[src/rtl/writeback_arbiter.sv]
// Two-requester writeback arbiter feeding one register-file write port.
// Optional macro WB_RR_ARB_EN selects round-robin on conflict; otherwise req0 has fixed priority.
module writeback_arbiter #(
  parameter int CNT_W = 16
) (
  input  logic             clk,
  input  logic             rst,
  input  logic             hold,
  input  logic             req0_valid,
  input  logic             req1_valid,
  input  logic [4:0]       req0_reg,
  input  logic [4:0]       req1_reg,
  input  logic [31:0]      req0_value,
  input  logic [31:0]      req1_value,
  output logic             req0_ready,
  output logic             req1_ready,
  output logic [4:0]       wb,
  output logic [31:0]      wbValue,
  output logic             regWrite,
  output logic             last_grant,
  output logic [CNT_W-1:0] conflict_count
);

  logic             r_last_grant;
  logic [4:0]       r_wb;
  logic [31:0]      r_wb_value;
  logic             r_reg_write;
  logic [CNT_W-1:0] r_conflict_cnt;

  logic        w_gnt0;
  logic        w_gnt1;
  logic        w_both;
  logic        w_xfer;
  logic [4:0]  w_win_reg;
  logic [31:0] w_win_value;
  logic        w_conflict;

  function automatic logic [CNT_W-1:0] sat_inc(input logic [CNT_W-1:0] c);
    if (&c) return c;
    return c + {{(CNT_W-1){1'b0}}, 1'b1};
  endfunction

  // Grant decision: depends only on valid/hold/rst and the previous winner.
  always_comb begin
    w_gnt0 = 1'b0;
    w_gnt1 = 1'b0;
    w_both = req0_valid & req1_valid;
    if (!rst && !hold) begin
      if (w_both) begin
`ifdef WB_RR_ARB_EN
        w_gnt0 = r_last_grant;
        w_gnt1 = ~r_last_grant;
`else
        w_gnt0 = 1'b1;
`endif
      end else begin
        w_gnt0 = req0_valid;
        w_gnt1 = req1_valid;
      end
    end
  end

  assign w_xfer      = w_gnt0 | w_gnt1;
  assign w_win_reg   = w_gnt1 ? req1_reg   : req0_reg;
  assign w_win_value = w_gnt1 ? req1_value : req0_value;
  assign w_conflict  = w_both & ~hold;

  // Register-file write stage; reg 0 transfers are consumed but never written.
  always_ff @(posedge clk) begin
    if (rst) begin
      r_last_grant   <= 1'b1;
      r_wb           <= '0;
      r_wb_value     <= '0;
      r_reg_write    <= 1'b0;
      r_conflict_cnt <= '0;
    end else begin
      r_reg_write <= 1'b0;
      if (w_xfer) begin
        r_last_grant <= w_gnt1;
        if (w_win_reg != 5'd0) begin
          r_wb        <= w_win_reg;
          r_wb_value  <= w_win_value;
          r_reg_write <= 1'b1;
        end
      end
      if (w_conflict) r_conflict_cnt <= sat_inc(r_conflict_cnt);
    end
  end

  assign req0_ready     = w_gnt0;
  assign req1_ready     = w_gnt1;
  assign wb             = r_wb;
  assign wbValue        = r_wb_value;
  assign regWrite       = r_reg_write;
  assign last_grant     = r_last_grant;
  assign conflict_count = r_conflict_cnt;

endmodule

[config.mk]
export PLATFORM = sky130hd
export DESIGN_NAME = writeback_arbiter
export DESIGN_NICKNAME = d
export VERILOG_FILES = /design/src/rtl/writeback_arbiter.sv
export SDC_FILE = /design/constraint.sdc
export NUM_CORES = 1
export LEC_CHECK = 0
export ABC_AREA = 1
export CAP_MARGIN = 20
export CORE_ASPECT_RATIO = 0.5
export CORE_MARGIN = 1.5
export CORE_UTILIZATION = 39
export CTS_BUF_LIST = sky130_fd_sc_hd__clkbuf_4 sky130_fd_sc_hd__clkbuf_8
export DETAILED_ROUTE_END_ITERATION = 12
export PLACE_DENSITY = 0.78
export SYNTH_ARGS = -nofsm -noshare
export SYNTH_HDL_FRONTEND = slang
export SYNTH_SLANG_ARGS = --single-unit
[constraint.sdc]
create_clock -name clk -period 1.7 [get_ports clk]
set_clock_uncertainty 0.2 [all_clocks]
set_input_delay 0.34 -clock clk [delete_from_list [all_inputs] [get_ports clk]]
set_output_delay 0.34 -clock clk [all_outputs]
set_load 0.1 [all_outputs]
## Yosys cells after proc, flatten, opt, wreduce, memory -nomap -nowiden

Cells that the tools add are included.

| storage, ports and cells | value |
|---|---|
| register bits | 55 |
| bits in latches | 0 |
| memory bits (writable) | 0 |
| bits in read-only memories | 0 |
| input port bits | 79 |
| output and inout bits | 57 |
| logic and storage cells | 31 |
| memories kept | 0 |

| cells by class | value |
|---|---|
| add/sub/neg operators | 1 |
| multipliers | 0 |
| div/mod/pow operators | 0 |
| magnitude comparators | 0 |
| equality and inequality tests | 1 |
| shift-type cells | 0 |
| muxes and demuxes | 11 |
| bitwise operators | 5 |
| reductions and logical operators | 8 |

Operators by type and width:

| cell | number |
|---|---|
| 32-bit two-way mux | 1 |
| 16-bit by 1-bit adder with 16-bit output (second input constant) | 1 |
| 16-bit two-way mux | 1 |
| 16-bit AND reduction | 1 |
| 1-bit two-way mux | 8 |
| 5-bit two-way mux | 1 |
| 5-bit nonzero test | 1 |
| 2-bit AND reduction | 2 |
| 1-bit bitwise AND | 2 |
| 1-bit logical NOT | 2 |
| 2-bit inequality test (second input constant) | 1 |
| 1-bit inverter | 2 |
| 2-bit OR reduction | 1 |
| 1-bit logical AND | 1 |
| 1-bit OR | 1 |

## Logic depth before layout (Yosys ltp)

| logic depth | value |
|---|---|
| word-level depth | 6 |
| depth in mapped cells | 13 |
| depth with buffers taken out | 11 |

## Least setup slack after synthesis

OpenSTA, ideal clock, no wires.

| timing path | value |
|---|---|
| path kind | input -> register |
| start point | input hold |
| end point | register r_wb_value[12] (netlist: wbValue[12]) |
| setup time | 0.117 ns |
| data arrival time | 3.520 ns |
| data required time | 1.383 ns |
| setup slack | -2.137 ns |
| stages on the path | 7 |
| buffers on the path | 1 |
| cell sequence | nor3_1 > nor2_1 > inv_2 > buf_1 > nand3b_1 > nand2_1 > nor2_1 |

| between the ends | value |
|---|---|
| word-level cells in the longest chain between the ends | 6 |
| elaborated cells on any way between the ends | 9 |
| classes of those cells | 4 x mux; 1 x bitwise; 4 x reduce/logical |

Ends and longest elaborated chain:

| item | line | RTL |
|---|---|---|
| start: declaration | 8 | `input logic hold,` |
| 1-bit logical NOT (*) | 48 | `if (!rst && !hold) begin` |
| 1-bit logical AND (*) | 48 |  |
| 1-bit two-way mux | 48 |  |
| 5-bit two-way mux | 64 | `assign w_win_reg = w_gnt1 ? req1_reg : req0_reg;` |
| 5-bit nonzero test | 80 | `if (w_win_reg != 5'd0) begin` |
| 2-bit AND reduction (no source line) | n/a |  |
| end signal: assignment | 82 | `r_wb_value <= w_win_value;` |
| end: declaration | 26 | `logic [31:0] r_wb_value;` |

Mark *: on every way between the ends. The rest lies on a longest branch, timed or not.
A chain may end at the register's enable or synchronous reset.

## Worst setup path after layout

| timing path | value |
|---|---|
| start point | input req0_valid |
| end point | register r_wb_value[31] (netlist: wbValue[31]) |

| between the ends | value |
|---|---|
| word-level cells in the longest chain between the ends | 6 |
| elaborated cells on any way between the ends | 10 |
| classes of those cells | 6 x mux; 2 x bitwise; 2 x reduce/logical |

Ends and longest elaborated chain:

| item | line | RTL |
|---|---|---|
| start: declaration | 9 | `input logic req0_valid,` |
| 1-bit bitwise AND | 47 | `w_both = req0_valid & req1_valid;` |
| 1-bit two-way mux | 49 | `if (w_both) begin` |
| 1-bit two-way mux | 48 |  |
| 5-bit two-way mux | 64 |  |
| 5-bit nonzero test | 80 |  |
| 2-bit AND reduction (no source line) | n/a |  |

Several ways; a longest one is shown, not always the timed one.

==> flow_summary.ini <==
[global_routing]
overflow = 0
grtUsageTotal_pct = 23.4
grt_max_degree = 39
antenna_found_initial = 0
grt_pass1_vias = 3223
grt_pass1_wl_um = 15500

[yosys]
synth_cell_type_count = 30
syn-mean-instance-area_um2 = 6.53
syn_nets = 549
ys_ff_latch = 55
netlist_area_um2 = 3060
yosysSeqAreaShare_pct = 35.9
ys_warn_count = 0
synth_cells = 469

[critical_path]
path_max_fanout = 8
cp.arrival_ps = 1850
crit_chain = buf_2, nor2_4, buf_6, nand3_4, nand2_4, nand2_4, nor2_4, nand2_8, clkbuf_16, nand3b_1, nand2_1, nor2_1
end_kind = flip-flop
ff2ff_path_depth = 8
path_class = primary input to flip-flop
r2r_start = conflict_count[0]
cp_num_buf_inv = 3
required_ps = 1750
cp_num_cells = 12
start_kind = primary input
cpPeakStageDelay_ps = 200
crit_path_top_delay_cell = nor2_4
cp-startpoint = req0_valid
cp_top_family = simple AND/OR/NAND/NOR gates

[route]
drc = 0
dr.pass1.iters = 5
routed_wl_um = 11200
drt_iter0_drc = 192
highest_layer = met4
wl_met2_um = 5680
ant_nets = 0
avgViaCountPerCell = 4.87
met1_length_um = 4650
wl_per_cell_um = 14.9
wl_met3_um = 633
num_vias = 3657

[placed_design]
routabilityCongestion = 0.816
portBuffers = 135
dpl_cell_area_um2 = 5400
dp_hpwl_um = 6720

[worst_hold_path]
hold_depth = 2
hold_class = flip-flop to flip-flop
worstHoldStart = wb[2]

[floorplanning]
die_y_um = 65.7
std_cell_rows = 22
start_util_pct = 41.1
die_area_um2 = 8430
coreArea_um2 = 7460
die_w_um = 128
ios = 136

[final_layout]
antenna_cells = 0
area_growth_pct = 91.3
nFillCells = 465
fin_area_um2 = 5860
finish.net_count = 723
drive_gt1_share_pct = 32.0

[timing]
worst_slew_pin_slew_ps = 286
setup_viol = 28
rsz0062_at_grt = true
finalWorstSetupSlack_ps = -94.0
fmax_ghz = 0.557
post-route-min-period_ps = 1790
final.period_utilization_pct = 106
slew_headroom_pct = 80.8
hold_viol = 0
slew_viol_final = 0

[run_status]
violations = setup timing
outcome = finished with violations

[clock_tree]
root_buffer = clkbuf_8
cts_sinks = 55
path_clk_slew_ps = 100
cts_tree = built
worstSkewPairLatency_ps = 320
cts_max_level = 2
cts_inserted_buffers = 5
ctsHoldBuffers = 0
cts_buffer_depth = 2

[pwr]
ir_drop_v = 0.000381
leakagePower_nw = 2.55
fin_total_pwr_mw = 3.60
p_per_area_nw_per_um2 = 614

[run]
drv_cap = 0
## layout make-up
cell class	instances	area, um2	share of cell area [%]
multi-input cells	363	1890	32.2
well taps	108	135	2.30
repair inverters	1	11.3	0.192
clock inverters	1	6.26	0.107
clock buffers	6	76.3	1.30
inverters	29	141	2.41
repair buffers	188	2450	41.8
flip-flops and latches	55	1160	19.7
## Yosys cell counts (all sizes together)
library cell / instances / area [um2]
clkinv: 1 / 3.75
buf: 12 / 101
nand4: 3 / 18.8
a21oi: 11 / 55.1
clkbuf: 11 / 41.3
or2: 1 / 6.26
xor2: 5 / 43.8
inv: 28 / 108
nor3b: 1 / 7.51
nand3b: 35 / 263
o21bai: 1 / 18.8
o21ai: 5 / 28.8
xnor2: 1 / 8.76
dfxtp: 55 / 1100
a211oi: 1 / 7.51
nand2: 182 / 698
nand3: 16 / 80.1
nor2: 91 / 419
nor3: 7 / 35.0
a31oi: 1 / 6.26
ha: 1 / 12.5
## cells in the final DEF (no fill, tap or decap), types with 14 or more instances in the layout
master / instances
buf_12: 61
clkdlybuf4s50_1: 71
nand3b_1: 35
dfxtp_1: 39
nor2_2: 26
buf_4: 36
nor2_1: 61
dfxtp_4: 14
nand2_1: 170
inv_1: 17
## worst min-delay path, stage by stage (launching register included)
cell and delay, ps:
dfxtp_1 340, nand2_1 70, a21oi_1 50
## per-stage QoR
| stage | std cells | TNS, ps | worst slack (ps) | util [%] | hold WS (ps) |
|---|---|---|---|---|---|
| final | 751 | -770 | -94.0 | 78.6 | 304 |
| after CTS | 739 | 0 | 16.1 | 75.0 | 304 |
| after detailed placement | 720 | -32040 | -679 | 72.4 | 291 |
| after floorplan | 469 | -16780 | -459 | - | 202 |
| after global placement | 720 | -30670 | -633 | 72.4 | 285 |
| after global routing | 751 | -3330 | -159 | 78.6 | 335 |
## report_power, final
part / total (mW) / internal [mW] / switching [mW]
sequential: 1.41 / 1.33 / 0.0769
clock: 0.749 / 0.302 / 0.447
combinational: 1.44 / 0.609 / 0.830
## per-layer routing
layer / track usage (%) / vias up
met4: 7.72 / 0
met2: 41.9 / 114
li1: - / 1806
met3: 5.46 / 26
met5: 0 / -
met1: 27.9 / 1711
## kinds of logic (layout without fill, tap and decap cells)
group / after synthesis / in the layout / share of synthesized area, %
and+or+nand+nor: 336 / 337 / 49.9
DFF: 55 / 55 / 35.9
buffers and inverters: 52 / 225 / 8.29
AOI/OAI and AO/OA: 19 / 19 / 3.80
xor gates and xnor gates: 6 / 6 / 1.71
adders and majority gates: 1 / 1 / 0.408
## state kept, by name (all words and copies together) (netlist names)
name,cells
wbValue,32
wb,5
last_grant,1
regWrite,1
conflict_count,16
## worst paths after layout
kind / to / slack, ps
hold / removal: wb[2] / 300
setup reg to reg: conflict_count[0] / 40
hold reg to reg: wb[2] / 300
setup / recovery: wbValue[31] / -90
## repair_timing
| action | in CTS | in global routing |
|---|---|---|
| resized for setup | 24 | 39 |
| buffers inserted | 10 | 7 |
| pin swaps | 5 | 23 |
| setup endpoints to repair | 56 | 44 |
| cloned | 2 | 5 |
(Power assumes the default switching activity.)
